--- src/rtl/mmio_uart_tx.sv ---
// mmio_uart_tx: memory-mapped 8N1 UART transmitter with TX FIFO and one-cycle registered reads
module mmio_uart_tx #(
  parameter logic [31:0] BASE_ADDR   = 32'h0000_1000,
  parameter int          FIFO_DEPTH  = 8,
  parameter logic [15:0] DEFAULT_DIV = 16'd868
) (
  input  logic        clk,
  input  logic        reset,
  input  logic [31:0] d_address,
  input  logic [31:0] d_data_write,
  input  logic [3:0]  d_data_wstrb,
  input  logic        d_write_enable,
  output logic [31:0] d_data_read,
  output logic        d_data_valid,
  output logic        uart_tx,
  output logic        tx_irq
);
  localparam int AW = $clog2(FIFO_DEPTH);
  localparam int PW = AW + 1;
  typedef enum logic [1:0] {S_IDLE, S_START, S_DATA, S_STOP} state_t;
  logic [7:0]    r_mem [FIFO_DEPTH];
  logic [PW-1:0] r_wptr, r_rptr, w_level;
  logic          r_ovf, r_en;
  logic [15:0]   r_div, w_div_m1;
  state_t        r_state, w_state;
  logic [15:0]   r_cnt, w_cnt;
  logic [2:0]    r_bit, w_bit;
  logic [7:0]    r_shift, w_shift;
  logic          w_hit, w_wr, w_rd, w_full, w_empty, w_pop, w_push_req, w_push, w_ovf_clr;
  logic [1:0]    w_sel;
  logic [31:0]   w_rdata;
  assign w_hit      = d_address[31:4] == BASE_ADDR[31:4];
  assign w_sel      = d_address[3:2];
  assign w_wr       = w_hit && d_write_enable && (d_data_wstrb != 4'b0);
  assign w_rd       = w_hit && !d_write_enable;
  assign w_level    = r_wptr - r_rptr;
  assign w_full     = w_level == PW'(FIFO_DEPTH);
  assign w_empty    = w_level == '0;
  assign w_pop      = (r_state == S_IDLE) && r_en && !w_empty;
  assign w_push_req = w_wr && (w_sel == 2'd0) && d_data_wstrb[0];
  assign w_push     = w_push_req && (!w_full || w_pop);
  assign w_ovf_clr  = w_wr && (w_sel == 2'd1) && d_data_wstrb[0] && d_data_write[3];
  assign w_div_m1   = (r_div == 16'd0) ? 16'd0 : r_div - 16'd1;
  assign uart_tx    = (r_state == S_START) ? 1'b0 : (r_state == S_DATA) ? r_shift[0] : 1'b1;
  assign tx_irq     = w_empty && (r_state == S_IDLE);
  // register read mux; TXDATA and unmapped bits read as zero
  always_comb begin
    w_rdata = (w_sel == 2'd1) ? {16'b0, 8'(w_level), 4'b0, r_ovf, r_state != S_IDLE, w_empty, w_full} :
              (w_sel == 2'd2) ? {16'b0, r_div} :
              (w_sel == 2'd3) ? {31'b0, r_en} : 32'b0;
  end
  // configuration, overflow flag and FIFO pointers; a dropped push beats a same-cycle clear
  always_ff @(posedge clk) begin
    if (reset) begin
      r_wptr <= '0;
      r_rptr <= '0;
      r_ovf  <= 1'b0;
      r_en   <= 1'b1;
      r_div  <= DEFAULT_DIV;
    end else begin
      if (w_push) r_wptr <= r_wptr + PW'(1);
      if (w_pop) r_rptr <= r_rptr + PW'(1);
      if (w_push_req && !w_push) r_ovf <= 1'b1;
      else if (w_ovf_clr) r_ovf <= 1'b0;
      if (w_wr && w_sel == 2'd2 && d_data_wstrb[0]) r_div[7:0] <= d_data_write[7:0];
      if (w_wr && w_sel == 2'd2 && d_data_wstrb[1]) r_div[15:8] <= d_data_write[15:8];
      if (w_wr && w_sel == 2'd3 && d_data_wstrb[0]) r_en <= d_data_write[0];
    end
  end
  // FIFO storage; contents need no reset since the pointers define validity
  always_ff @(posedge clk) begin
    if (w_push) r_mem[r_wptr[AW-1:0]] <= d_data_write[7:0];
  end
  // registered read response, matching the data RAM latency
  always_ff @(posedge clk) begin
    if (reset) begin
      d_data_valid <= 1'b0;
      d_data_read  <= 32'b0;
    end else begin
      d_data_valid <= w_rd;
      d_data_read  <= w_rd ? w_rdata : 32'b0;
    end
  end
  // serialiser state register
  always_ff @(posedge clk) begin
    if (reset) begin
      r_state <= S_IDLE;
      r_cnt   <= 16'd0;
      r_bit   <= 3'd0;
      r_shift <= 8'd0;
    end else begin
      r_state <= w_state;
      r_cnt   <= w_cnt;
      r_bit   <= w_bit;
      r_shift <= w_shift;
    end
  end
  // serialiser next state: each bit lasts until the reloaded counter reaches zero
  always_comb begin
    w_state = r_state;
    w_cnt   = (r_state != S_IDLE && r_cnt != 16'd0) ? r_cnt - 16'd1 : r_cnt;
    w_bit   = r_bit;
    w_shift = r_shift;
    case (r_state)
      S_IDLE: if (w_pop) begin
        w_state = S_START;
        w_cnt   = w_div_m1;
        w_shift = r_mem[r_rptr[AW-1:0]];
      end
      S_START: if (r_cnt == 16'd0) begin
        w_state = S_DATA;
        w_cnt   = w_div_m1;
        w_bit   = 3'd0;
      end
      S_DATA: if (r_cnt == 16'd0) begin
        w_cnt   = w_div_m1;
        w_shift = r_shift >> 1;
        w_bit   = r_bit + 3'd1;
        w_state = (r_bit == 3'd7) ? S_STOP : S_DATA;
      end
      S_STOP: if (r_cnt == 16'd0) w_state = S_IDLE;
      default: w_state = S_IDLE;
    endcase
  end
endmodule

--- config.mk ---
export PLATFORM = sky130hd
export DESIGN_NAME = mmio_uart_tx
export DESIGN_NICKNAME = d
export VERILOG_FILES = /design/src/rtl/mmio_uart_tx.sv
export SDC_FILE = /design/constraint.sdc
export NUM_CORES = 1
export LEC_CHECK = 0
export BUFFER_PORTS_ARGS = -buffer_cell sky130_fd_sc_hd__buf_2
export CAP_MARGIN = 10
export CELL_PAD_IN_SITES_DETAIL_PLACEMENT = 1
export CELL_PAD_IN_SITES_GLOBAL_PLACEMENT = 2
export CORE_AREA = 3 3 136 138
export CTS_BUF_LIST = sky130_fd_sc_hd__clkbuf_2
export DETAILED_ROUTE_END_ITERATION = 12
export DIE_AREA = 0 0 139 141
export PLACE_DENSITY_LB_ADDON = 0.08
export SETUP_SLACK_MARGIN = 0.4
export SLEW_MARGIN = 20
export SYNTH_ARGS = -nofsm -noshare
export SYNTH_HDL_FRONTEND = slang
export SYNTH_SLANG_ARGS = --single-unit
--- constraint.sdc ---
create_clock -name clk -period 3.95 [get_ports clk]
set_input_delay 0.1975 -clock clk [delete_from_list [all_inputs] [get_ports clk]]
set_output_delay 0.1975 -clock clk [all_outputs]
set_load 0.02 [all_outputs]
==> run metrics <==
status completed; die area 19600 um^2; worst path cell trace inv_1 -> ha_1 -> inv_1 -> fa_1 -> xnor2_2 -> nand2_1 -> or4_4 -> clkinv_8 -> buf_2; register area 3430 um^2; initial DRC count between 200 and 250; Crit Reg-Reg Endpoint r_mem[2][2]$_DFFE_PP_; post-synthesis async set-or-reset flop share 0; Chip Height 141 um; vias per cell around 5.4; Post-route DRC 0; #FFs+latches synth around 140; Clock Tree Buf Depth 2; Slew headroom 0.386; PnR worst setup slack about 0.66 ns; Critical Path RT approximately 3.8 ns; Int Power 0.00254 W; max frequency a little over 300 MHz; number of antenna violations at the first check in global routing 1; Clock Tree Root clkbuf_2; Final Hold Fails 0; Comb pwr share 0.393; CP max stage cell or4_4; CTS sink count ~140; Routed WL about 18 mm; port bufs about 70; Synth area leaders edfxtp_1, dfxtp_1, mux4_2; remaining antenna violation count 0; Die Width roughly 140 um; Post-synth EDFFs between 60 and 70; commonest non-fill, non-tap cell in the layout dfxtp_1; worst skew pair latency around 0.73 ns; Hold Path Depth 6; Ys Warns 0; critical path fanouts, max 17; post-layout minimum cycle time 3.29 ns; area leader, netlist edfxtp_1; max_cap viols 0; CTS buffer count 17; 1st-pass router iterations 4; DR vias 5037; clock share of power 0.189; CP Data Arrival Time approximately 3.1 ns; syn avg cell area between 10 and 15 um^2; most used cell, CP inv_1; Worst Setup End Kind output pin; clock slew at reported path FFs about 0.23 ns; I/O Pins approximately 110; # setup viols final 0; Filler cells about 1.9k; synth unique cells 78; RSZ-0062 raised after global routing false; CTS tree yes; vias in the first global route about 5.3k; row count between 40 and 50; initial core utilization 0.391; LEAKAGE 2.91 nW; H-tree Lvls 4; largest net degree at the start of global routing between 40 and 50; Worst Skew 0.0318 ns; sequential power share 0.418; reg-to-reg setup timing slack 0.87 ns; total negative slack 0 ns; top_reg_cell synth dfxtp_1; first-pass GRT wire length slightly below 30 mm; worst slack, placed 0.784 ns; HPWL after detailed placement about 12 mm; gpl congestion about 0.76; Hold Crit Class input pin to flop; hold_ws roughly 0.088 ns; Core Util, Final 0.458; synthesized cell area slightly below 7000 um^2; Avg WL per Cell 19.4 um; Pwr per Cell Area 540 nW/um^2; fin crit share 0.834; multi-input combinational cell area 3070 um^2; R2R cell count 9; GRT overflow 0; crit path kind flop to output pin; worst slew pin tran roughly 0.9 ns; hold_sp d_address[22]; layout cells sized above 1 0.230; GRT Overall Usage 0.188; core area around 17000 um^2; CP Launch Type flop; worst reg2reg startpoint r_wptr[0]$_SDFFE_PP0P_; Post-layout nets between 700 and 800; Sw Share 0.406; Cells after Synth between 500 and 600; most frequent cells in the layout dfxtp_1, buf_2, edfxtp_1, dlygate4sd3_1, nor2_1; register area share after synthesis 0.506; peak supply drop 0.000182 V; critical path's largest stage delay about 0.50 ns; Area Overhead vs Synth 17.0%; top-area cell type share of the netlist area 0.284; switching power total roughly 0.0017 W; Hold Path Sink r_ovf$_SDFFE_PP0P_; Max Slew Vio Count 0
[state kept, by name, summed over array words and instances (netlist names), named ones only]
signal / flops
r_mem: 64
d_data_read: 16
r_cnt: 16
r_div: 16
r_shift: 8
r_rptr: 4
r_wptr: 4
r_bit: 3
r_state: 2
d_data_valid: 1
r_en: 1
r_ovf: 1
[cell usage after synthesis, drive strengths merged (3+ instances only)]
library cell  instances
nand3                10
clkbuf               20
mux2                  3
and3                 10
and4                  4
and2                  3
mux2i                25
o32ai                 4
or4                   7
nor2                 39
edfxtp               64
o31ai                 6
nor2b                 7
o2bb2ai               9
buf                  27
or3                   5
o21ai                13
nor4b                 4
a21oi                37
xor2                 12
o21a                  6
xnor2                 6
inv                  19
o22ai                10
o211ai               12
nor3                 15
nor4                 21
dfxtp                75
nand4                 6
nand2                25
nand4b                4
a22o                  7
ha                   15
or2                   6
mux4                 16
[how the worst max path moves through the flow]
stage / startpoint / end / depth (start not counted)
5_1_grt: r_wptr[0]$_SDFFE_PP0P_ / tx_irq / 9
3_5_place_dp: r_wptr[2]$_SDFFE_PP0P_ / r_mem[5][2]$_DFFE_PP_ / 6
6_report: r_wptr[0]$_SDFFE_PP0P_ / tx_irq / 9
3_3_place_gp: r_wptr[2]$_SDFFE_PP0P_ / r_mem[5][2]$_DFFE_PP_ / 6
4_1_cts: r_wptr[0]$_SDFFE_PP0P_ / tx_irq / 9
2_1_floorplan: r_wptr[0]$_SDFFE_PP0P_ / r_mem[1][0]$_DFFE_PP_ / 8
[metal layers]
layer  routed length, um  track usage  up-vias
met5                   0            0        -
met4                 176       0.0494        0
met3                 795       0.0400       15
met2                8710        0.309      109
met1                8310        0.255     2495
li1                    -            -     2418
[cells by family after synthesis]
logic type | Yosys count | synth area share
AND/OR/NAND/NOR | 180 | 0.171
other | 1 | 0.000554
adder cells (fa/ha/maj) | 16 | 0.0307
buffers and inverters | 67 | 0.0512
AO/OA/AOI/OAI | 120 | 0.122
XOR/XNOR | 18 | 0.0233
flip-flops | 139 | 0.506
multiplexers | 44 | 0.0957
[power by group through the flow]
stage / Clock [W] / Sequential [W] / Combinational (W)
after global routing: 0.000916 / 0.00182 / 0.00187
after floorplan: 0 / 0.00173 / 0.00134
final: 0.000809 / 0.00179 / 0.00168
after detailed placement: 0 / 0.00182 / 0.00161
after CTS: 0.000845 / 0.00179 / 0.00167
after global placement: 0 / 0.00182 / 0.00157
[critical path: cells and delay by family, from the launching register on]
family,cells,cell delay [ns]
simple gates,2,0.63
fa+ha+maj,2,0.62
xor+xnor,1,0.24
flops,1,0.39
buf+inv,4,0.46
[layout make-up]
class	count	area share
multi-input cells	394	0.388
flip-flops and latches	139	0.433
inverters	20	0.0111
repair buffers	119	0.104
clock buffers	17	0.0107
well taps	225	0.0355
diodes	1	0.000316
clock inverters	14	0.0171
[metrics by stage]
stage          instances  instance area (um^2)  total power (W)
2_1_floorplan        600                  6830          0.00307
3_3_place_gp         851                  7220          0.00339
3_5_place_dp         851                  7220          0.00343
4_1_cts              925                  7890          0.00430
5_1_grt              929                  7920          0.00460
6_report             929                  7920          0.00428
[what timing repair did]
item	in CTS	in global routing
hold buffers	42	0
endpoints found under the hold margin	99	0
endpoints found under the setup margin	1	1
pin swaps	1	2
resized for setup	7	2
setup buffers	1	3
No activity file was read; power rests on OpenSTA's default activity.
